===== src/rtl/pipeline_hazard_controller_if.sv =====
// Hazard-controller bus. The pipeline side (master) drives the operand and handshake
// status; the controller (slave) returns the stall/invalid controls and the event counters.
interface pipeline_hazard_controller_if #(
  parameter int unsigned COUNT_WIDTH = 32
);
  logic [3:0]             rs1_ID;
  logic [3:0]             rs2_ID;
  logic                   rs1_used_ID;
  logic                   rs2_used_ID;
  logic [3:0]             rd_EX;
  logic                   mem_read_EX;
  logic                   regfile_we_EX;
  logic                   branch_taken_EX;
  logic                   dmem_req_MEM;
  logic                   dmem_ready;
  logic                   stall_IF;
  logic                   stall_ID;
  logic                   stall_EX;
  logic                   invalid_IF;
  logic                   invalid_ID;
  logic [COUNT_WIDTH-1:0] stall_count;
  logic [COUNT_WIDTH-1:0] flush_count;

  modport master (
    output rs1_ID, rs2_ID, rs1_used_ID, rs2_used_ID, rd_EX,
    output mem_read_EX, regfile_we_EX, branch_taken_EX,
    output dmem_req_MEM, dmem_ready,
    input  stall_IF, stall_ID, stall_EX, invalid_IF, invalid_ID,
    input  stall_count, flush_count
  );

  modport slave (
    input  rs1_ID, rs2_ID, rs1_used_ID, rs2_used_ID, rd_EX,
    input  mem_read_EX, regfile_we_EX, branch_taken_EX,
    input  dmem_req_MEM, dmem_ready,
    output stall_IF, stall_ID, stall_EX, invalid_IF, invalid_ID,
    output stall_count, flush_count
  );
endinterface


===== src/rtl/pipeline_hazard_controller.sv =====
// Stall/flush sequencer for the 5-stage RV32E pipeline: resolves memory waits, taken-branch
// redirects and load-use hazards combinationally, and counts stall cycles and flushes.
module pipeline_hazard_controller #(
  parameter int unsigned REDIRECT_CYCLES = 1,
  parameter int unsigned COUNT_WIDTH     = 32
) (
  input logic                         clk,
  input logic                         rst_n,
  pipeline_hazard_controller_if.slave hz
);

  typedef enum logic [1:0] {
    RUN,
    MEM_WAIT,
    REDIRECT
  } state_e;

  localparam logic [2:0] REDIR_LOAD = 3'(REDIRECT_CYCLES);

  state_e                 state_q, state_d;
  logic [2:0]             redir_q, redir_d;
  logic [COUNT_WIDTH-1:0] stall_cnt_q, stall_cnt_d;
  logic [COUNT_WIDTH-1:0] flush_cnt_q, flush_cnt_d;

  logic mem_stall;
  logic rs1_hit, rs2_hit, load_use;
  logic stall_if, stall_id, stall_ex;
  logic inv_if, inv_id;
  logic flush_inc;

  assign mem_stall = hz.dmem_req_MEM & ~hz.dmem_ready;
  assign rs1_hit   = hz.rs1_used_ID & (hz.rs1_ID == hz.rd_EX);
  assign rs2_hit   = hz.rs2_used_ID & (hz.rs2_ID == hz.rd_EX);
  assign load_use  = hz.mem_read_EX & hz.regfile_we_EX & (hz.rd_EX != 4'd0) & (rs1_hit | rs2_hit);

  // Priority: memory wait freezes everything (a branch in EX stays put until it clears),
  // then a taken branch squashes IF/ID, then load-use inserts one ID/EX bubble.
  always_comb begin
    state_d   = state_q;
    redir_d   = redir_q;
    stall_if  = 1'b0;
    stall_id  = 1'b0;
    stall_ex  = 1'b0;
    inv_if    = 1'b0;
    inv_id    = 1'b0;
    flush_inc = 1'b0;

    if (mem_stall) begin
      stall_if = 1'b1;
      stall_id = 1'b1;
      stall_ex = 1'b1;
      state_d  = MEM_WAIT;
    end else if (hz.branch_taken_EX) begin
      inv_if    = 1'b1;
      inv_id    = 1'b1;
      flush_inc = 1'b1;
      if (REDIRECT_CYCLES > 0) begin
        state_d = REDIRECT;
        redir_d = REDIR_LOAD;
      end else begin
        state_d = RUN;
      end
    end else if (state_q == REDIRECT) begin
      inv_if = 1'b1;
      if (redir_q <= 3'd1) begin
        state_d = RUN;
        redir_d = '0;
      end else begin
        redir_d = redir_q - 3'd1;
      end
    end else begin
      stall_if = load_use;
      stall_id = load_use;
      state_d  = RUN;
    end

    stall_cnt_d = stall_cnt_q + COUNT_WIDTH'(stall_if);
    flush_cnt_d = flush_cnt_q + COUNT_WIDTH'(flush_inc);
  end

  always_ff @(posedge clk or negedge rst_n) begin
    if (!rst_n) begin
      state_q     <= RUN;
      redir_q     <= '0;
      stall_cnt_q <= '0;
      flush_cnt_q <= '0;
    end else begin
      state_q     <= state_d;
      redir_q     <= redir_d;
      stall_cnt_q <= stall_cnt_d;
      flush_cnt_q <= flush_cnt_d;
    end
  end

  // During reset the pipeline registers are filled with bubbles.
  assign hz.stall_IF    = rst_n & stall_if;
  assign hz.stall_ID    = rst_n & stall_id;
  assign hz.stall_EX    = rst_n & stall_ex;
  assign hz.invalid_IF  = ~rst_n | inv_if;
  assign hz.invalid_ID  = ~rst_n | inv_id;
  assign hz.stall_count = stall_cnt_q;
  assign hz.flush_count = flush_cnt_q;

endmodule


===== src/flat_wrapper.sv =====
// flat-port wrapper written by rule: the top's interface ports become plain ports
module pipeline_hazard_controller_flat 
#(
  parameter int unsigned REDIRECT_CYCLES = 1,
  parameter int unsigned COUNT_WIDTH     = 32
)
  (clk, rst_n, hz_rs1_ID, hz_rs2_ID, hz_rs1_used_ID, hz_rs2_used_ID, hz_rd_EX, hz_mem_read_EX, hz_regfile_we_EX, hz_branch_taken_EX, hz_dmem_req_MEM, hz_dmem_ready, hz_stall_IF, hz_stall_ID, hz_stall_EX, hz_invalid_IF, hz_invalid_ID, hz_stall_count, hz_flush_count);
  pipeline_hazard_controller_if #(.COUNT_WIDTH(COUNT_WIDTH)) hz_i ();
  input logic clk;
  input logic rst_n;
  input wire logic [$bits(hz_i.rs1_ID)-1:0] hz_rs1_ID;
  input wire logic [$bits(hz_i.rs2_ID)-1:0] hz_rs2_ID;
  input wire logic [$bits(hz_i.rs1_used_ID)-1:0] hz_rs1_used_ID;
  input wire logic [$bits(hz_i.rs2_used_ID)-1:0] hz_rs2_used_ID;
  input wire logic [$bits(hz_i.rd_EX)-1:0] hz_rd_EX;
  input wire logic [$bits(hz_i.mem_read_EX)-1:0] hz_mem_read_EX;
  input wire logic [$bits(hz_i.regfile_we_EX)-1:0] hz_regfile_we_EX;
  input wire logic [$bits(hz_i.branch_taken_EX)-1:0] hz_branch_taken_EX;
  input wire logic [$bits(hz_i.dmem_req_MEM)-1:0] hz_dmem_req_MEM;
  input wire logic [$bits(hz_i.dmem_ready)-1:0] hz_dmem_ready;
  output wire logic [$bits(hz_i.stall_IF)-1:0] hz_stall_IF;
  output wire logic [$bits(hz_i.stall_ID)-1:0] hz_stall_ID;
  output wire logic [$bits(hz_i.stall_EX)-1:0] hz_stall_EX;
  output wire logic [$bits(hz_i.invalid_IF)-1:0] hz_invalid_IF;
  output wire logic [$bits(hz_i.invalid_ID)-1:0] hz_invalid_ID;
  output wire logic [$bits(hz_i.stall_count)-1:0] hz_stall_count;
  output wire logic [$bits(hz_i.flush_count)-1:0] hz_flush_count;
  assign hz_i.rs1_ID = hz_rs1_ID;
  assign hz_i.rs2_ID = hz_rs2_ID;
  assign hz_i.rs1_used_ID = hz_rs1_used_ID;
  assign hz_i.rs2_used_ID = hz_rs2_used_ID;
  assign hz_i.rd_EX = hz_rd_EX;
  assign hz_i.mem_read_EX = hz_mem_read_EX;
  assign hz_i.regfile_we_EX = hz_regfile_we_EX;
  assign hz_i.branch_taken_EX = hz_branch_taken_EX;
  assign hz_i.dmem_req_MEM = hz_dmem_req_MEM;
  assign hz_i.dmem_ready = hz_dmem_ready;
  assign hz_stall_IF = hz_i.stall_IF;
  assign hz_stall_ID = hz_i.stall_ID;
  assign hz_stall_EX = hz_i.stall_EX;
  assign hz_invalid_IF = hz_i.invalid_IF;
  assign hz_invalid_ID = hz_i.invalid_ID;
  assign hz_stall_count = hz_i.stall_count;
  assign hz_flush_count = hz_i.flush_count;
  pipeline_hazard_controller #(.REDIRECT_CYCLES(REDIRECT_CYCLES), .COUNT_WIDTH(COUNT_WIDTH)) u_core (.clk(clk), .rst_n(rst_n), .hz(hz_i));
endmodule

===== config.mk =====
export PLATFORM = sky130hd
export DESIGN_NAME = pipeline_hazard_controller_flat
export DESIGN_NICKNAME = d
export VERILOG_FILES = /design/src/rtl/pipeline_hazard_controller_if.sv /design/src/rtl/pipeline_hazard_controller.sv /design/src/flat_wrapper.sv
export SDC_FILE = /design/constraint.sdc
export NUM_CORES = 1
export LEC_CHECK = 0
export ABC_AREA = 1
export CAP_MARGIN = 25
export CORE_UTILIZATION = 48
export CTS_CLUSTER_SIZE = 28
export DETAILED_ROUTE_END_ITERATION = 16
export GPL_TIMING_DRIVEN = 0
export PLACE_DENSITY = 0.8
export SYNTH_ARGS = -nofsm -noshare
export SYNTH_HDL_FRONTEND = slang
export SYNTH_SLANG_ARGS = --single-unit

===== constraint.sdc =====
create_clock -name clk -period 3.3 [get_ports clk]
set_clock_uncertainty 0.15 [all_clocks]
set_input_delay 0.66 -clock clk [delete_from_list [all_inputs] [get_ports clk]]
set_output_delay 0.66 -clock clk [all_outputs]
set_load 0.01 [all_outputs]

# Yosys cells after proc, flatten, opt, wreduce, memory -nomap -nowiden
# Index checks and enable logic that the tools add are counted.
# W data, S select, Z words.
[totals]
ff_bits = 69
latch_bits = 0
ram_bits = 0
romBits = 0
out_inout_bits = 69
word_cells = 45
mem_count = 0
[op_classes]
n_addsub = 3
mul = 0
n_div = 0
magnitude_cmp = 1
n_eq_ne = 4
shifts = 0
mux = 16
bitwise_logic = 14
n_reduce_logical = 3
[op_table]
columns = ["operator", "count"]
rows = [
  ["$add A32 B1 Y32", 2],
  ["$mux W1", 9],
  ["$mux W3", 3],
  ["$and A1 B1 Y1", 8],
  ["$eq A4 B4 Y1", 2],
  ["$mux W2", 4],
  ["$ne A4 B3 Y1 const B", 1],
  ["$reduce_bool A4 Y1", 1],
  ["$le A3 B1 Y1 const B", 1],
  ["$not A1 Y1", 3],
  ["$or A1 B1 Y1", 3],
  ["$sub A3 B1 Y3 const B", 1],
  ["$eq A2 B2 Y1 const B", 1],
  ["$reduce_and A2 Y1", 1],
  ["$reduce_bool A2 Y1", 1],
]

# Depth between registers and ports, before layout
[depth]
depth_word = 8
mapped_depth = 15
ltp_nobuf = 15

# Worst setup path after synthesis
# OpenSTA, ideal clock, no wires.
[synth_path]
path_type = "input to register"
start = "input port hz_rd_EX[1]"
end = "register u_core.stall_cnt_q[18], in the netlist u_core.hz.stall_count[18]"
setup_time_ns = 0.079
arrival_ns = 2.172
setup_slack_ns = 0.899
path_stages = 15
path_cell_list = "inv_1 -> nand2_1 -> nand2_1 -> nor2_1 -> nand3_1 -> nand2_1 -> nand2_1 -> nand2_1 -> ha_1 -> ha_1 -> nand3_2 -> nor3_4 -> nand2_1 -> nor2_1 -> xor2_1"
[synth_via]
elab_chain_len = 8
word_cells_on_any_way = 12
cone_classes = "add/sub: 1; eq/ne: 2; mux: 3; bitwise: 5; reduce/logical: 1"
[synth_rtl]
columns = ["item", "line", "rtl"]
rows = [
  ["start, declared", "flat_wrapper.sv:15", "input wire logic [$bits(hz_i.rd_EX)-1:0] hz_rd_EX;"],
  ["$eq A4 B4 Y1, on equally long branches", "pipeline_hazard_controller.sv:32, pipeline_hazard_controller.sv:33", ""],
  ["$and A1 B1 Y1, on equally long branches", "pipeline_hazard_controller.sv:32, pipeline_hazard_controller.sv:33", ""],
  ["$or A1 B1 Y1", "pipeline_hazard_controller.sv:34", "assign load_use = hz.mem_read_EX & hz.regfile_we_EX & (hz.rd_EX != 4'd0) & (rs1_hit | rs2_hit);"],
  ["$and A1 B1 Y1 (*)", "pipeline_hazard_controller.sv:34", ""],
  ["$mux W1 (*)", "pipeline_hazard_controller.sv:63", "end else if (state_q == REDIRECT) begin"],
  ["$mux W1 (*)", "pipeline_hazard_controller.sv:53", "end else if (hz.branch_taken_EX) begin"],
  ["$mux W1 (*)", "pipeline_hazard_controller.sv:48", "if (mem_stall) begin"],
  ["$add A32 B1 Y32 (*)", "pipeline_hazard_controller.sv:77", "stall_cnt_d = stall_cnt_q + COUNT_WIDTH'(stall_if);"],
  ["via u_core.stall_cnt_d[18]", "pipeline_hazard_controller.sv:22", "logic [COUNT_WIDTH-1:0] stall_cnt_q, stall_cnt_d;"],
  ["end signal, assigned", "pipeline_hazard_controller.sv:90", "stall_cnt_q <= stall_cnt_d;"],
  ["end, declared", "pipeline_hazard_controller.sv:22", ""],
]
# Mark *: on every way through the listed nets, which the timed path passes. The rest lies on a longest branch.
# A chain may end at the register's enable or synchronous reset.

# Worst setup path in the final report
[layout_path]
start = "input port hz_dmem_req_MEM"
end = "output port hz_invalid_IF"
[layout_via]
elab_chain_len = 3
[layout_rtl]
columns = ["item", "line", "rtl"]
rows = [
  ["start, declared", "flat_wrapper.sv:19", "input wire logic [$bits(hz_i.dmem_req_MEM)-1:0] hz_dmem_req_MEM;"],
  ["$and A1 B1 Y1", "pipeline_hazard_controller.sv:31", "assign mem_stall = hz.dmem_req_MEM & ~hz.dmem_ready;"],
  ["$mux W1", "pipeline_hazard_controller.sv:48", ""],
  ["$or A1 B1 Y1", "pipeline_hazard_controller.sv:99", "assign hz.invalid_IF = ~rst_n | inv_if;"],
  ["end, declared", "flat_wrapper.sv:24", "output wire logic [$bits(hz_i.invalid_IF)-1:0] hz_invalid_IF;"],
]
# No other way between the ends.

==> impl_metrics.py <==
metrics = {
    "status": {
        "run_status": "finished, final reports clean",
    },
    "placed_design": {
        "gp_congestion": 0.920,
        "dp_cells": 637,
        "portBuffers": 89,
        "dp_hpwl_um": 6610,
        "placed_cell_area_mm2": 0.00474,
    },
    "drt": {
        "post-route-drc-count": 0,
        "first_pass_iters": 4,
        "antenna_left": 0,
        "wl_per_cell_um": 13.4,
        "drtIter0Drc": 167,
        "vias_per_cell": 5.07,
        "drt_wl_total_um": 8720,
        "via_count": 3305,
    },
    "timing": {
        "hold_violations": 0,
        "fmax_mhz": 323,
        "tightestPinTransition_ns": 0.873,
        "min_period_ns": 3.10,
        "setup_violations": 0,
        "slew_violations": 0,
        "min_period_over_period_pct": 93.9,
        "rsz0062_at_grt": "false",
        "slew_headroom_pct": 41.8,
    },
    "logic_synthesis": {
        "synth_area_mm2": 0.00373,
        "ys_ff_latch": 69,
        "synthFlopType": "dfrtp_1",
        "synth-async-reset-ratio_pct": 100,
        "synthTopCellsByCount": "nand2_1, nor2_1, dfrtp_1",
        "syn_inst": 449,
        "avgSynthCellArea_um2": 8.30,
        "synth.area.top_cells": "dfrtp_1, nand2_1, nor2_1",
        "yosysWarnings": 0,
        "yosysMostFrequentCell": "nand2_1",
        "synth_largest_area_cell": "dfrtp_1",
        "ys_seq_area_share_pct": 46.3,
        "synth_edf_count": 0,
        "synth_top_cell_area_share_pct": 46.3,
        "synth_fp_nets": 476,
        "yosysUniqueCellTypes": 27,
    },
    "layout": {
        "final_layout_size_suffix_gt1_share_pct": 8.32,
        "syn2layout_area_growth_pct": 33.6,
        "finalNonFillerCells": 652,
        "num_antenna_cells": 0,
        "nFillCells": 595,
        "nNetsFinal": 576,
        "final_area_mm2": 0.00498,
    },
    "clock_tree": {
        "cts-hold-fix-buffers": 0,
        "post_cts.repair.setup_buffers": 0,
        "post_cts_resized": 2,
        "clkSinkCount": 69,
        "insertion_delay_ns": 0.35,
        "cts_buffer_depth": 2,
        "cts-root-buf": "clkbuf_8",
        "cts_tree": "built",
        "htreeDepth": 3,
        "numCtsBuffers": 9,
        "cts.reportedPaths.clkPinSlew_ns": 0.07,
    },
    "global_routing": {
        "grt_pass1_vias": 3315,
        "grt_pass1_wl_um": 15200,
        "overflow": 0,
        "antenna_found_initial": 0,
        "gr-usage-all-layers_pct": 23.5,
        "grt_max_degree": 73,
    },
    "floorplan": {
        "row_count": 31,
        "start_util_pct": 50.6,
        "die_h_um": 90.1,
        "dieArea_mm2": 0.00812,
        "die_w_um": 90.1,
        "ios": 90,
        "core_mm2": 0.00737,
    },
    "min_path": {
        "hp-class": "input port to async pin",
    },
    "critical_path": {
        "cp-start-kind": "input port",
        "worst-path-max-fanout": 5,
        "worst-setup-path-type": "input port to primary output",
        "cp.arrival_ns": 2.29,
        "crit_path_end_kind": "primary output",
        "cp.required_ns": 2.49,
    },
    "run": {
        "cap_viol_max_count": 0,
    },
    "pwr": {
        "leakage_nw": 2.33,
        "total_power_w": 0.00223,
        "cellPowerDensity_mw_per_mm2": 448,
        "vdd_drop_max_uv": 416,
    },
}
worst paths after layout:
kind / cells past startpoint / slack (ns) / to / from
worst max-delay path: 7 / 0.20 / hz_invalid_IF / hz_dmem_req_MEM
worst min register to register: 1 / 0.32 / u_core.redir_q[2]$_DFFE_PN0P_ / u_core.redir_q[2]$_DFFE_PN0P_
worst max register to register: 12 / 0.95 / u_core.hz.stall_count[18]$_DFF_PN0_ / u_core.state_q[1]$_DFFE_PN0P_
worst min-delay path: 1 / 0.28 / u_core.hz.stall_count[26]$_DFF_PN0_ / rst_n
max in group asynchronous: 1 / 2.16 / u_core.hz.flush_count[31]$_DFF_PN0_ / rst_n
min in group clk: 1 / 0.32 / u_core.redir_q[2]$_DFFE_PN0P_ / u_core.redir_q[2]$_DFFE_PN0P_
where the power goes:
part	leakage (nW)	internal [W]	total [W]	switching, W
combinational	1.30	0.000215	0.000399	0.000184
clock	0.115	0.000484	0.000801	0.000318
sequential	0.915	0.000927	0.00103	0.000102
total	2.33	0.00163	0.00223	0.000603
kinds of logic (layout without fill, tap and decap cells):
group | Yosys count | in the layout | share of synthesized area, %
and+or+nand+nor | 263 | 263 | 31.8
DFF | 69 | 69 | 46.3
xor gates and xnor gates | 58 | 58 | 14.0
buffers and inverters | 45 | 149 | 4.63
AOI/OAI and AO/OA | 8 | 8 | 1.21
adders and majority gates | 6 | 6 | 2.01
through the flow:
step / hold WS (ns) / util, % / setup WS [ns] / setup TNS [ns]
final: 0.284 / 67.6 / 0.200 / 0
after global routing: 0.336 / 67.6 / 0.0804 / 0
after CTS: 0.307 / 67.5 / 0.0780 / 0
after detailed placement: 0.313 / 64.3 / -0.0510 / -0.0510
after global placement: 0.299 / 64.3 / -2.06 / -72.74
after floorplan: 0.214 / - / 0.899 / 0
layer usage:
metal,GRT usage [%],part of all wire [%],vias to the layer above
li1,-,-,1601
met1,29.9,43,1539
met2,38.5,47,140
met3,3.72,6.5,25
met4,12.2,3.6,0
met5,0,0,-
registers in the layout, indices dropped and copies added (netlist names):
name	flops
u_core.state_q	2
u_core.redir_q	3
u_core.hz.stall_count	32
u_core.hz.flush_count	32
layout make-up:
class | count | area, µm² | share of cell area (%)
plain buffers | 1 | 7.51 | 0.151
clock buffers | 12 | 165 | 3.32
clock inverters | 3 | 67.6 | 1.36
flip-flops and latches | 69 | 1730 | 34.7
multi-input cells | 335 | 1830 | 36.8
well taps | 99 | 124 | 2.49
repair buffers | 89 | 890 | 17.9
inverters | 44 | 165 | 3.32
cell usage in the layout, fill, tap and decap left out, types with 5 or more instances in the layout:
cell type / instances
nand2_1: 129
clkdlybuf4s50_1: 86
nor2_1: 72
dfrtp_1: 69
inv_1: 40
xnor2_1: 28
xor2_1: 28
clkbuf_8: 12
nand4_1: 11
nor3_1: 11
nand3_1: 10
ha_1: 6
nor2_2: 5
worst max-delay path, cell delays in order:
cell	delay, ns
clkdlybuf4s50_1	0.45
inv_1	0.04
nor2_2	0.17
nor2_1	0.14
nor2_1	0.24
nand2_1	0.08
clkdlybuf4s50_1	0.50
Note: power is estimated with default switching activity, not from simulation.
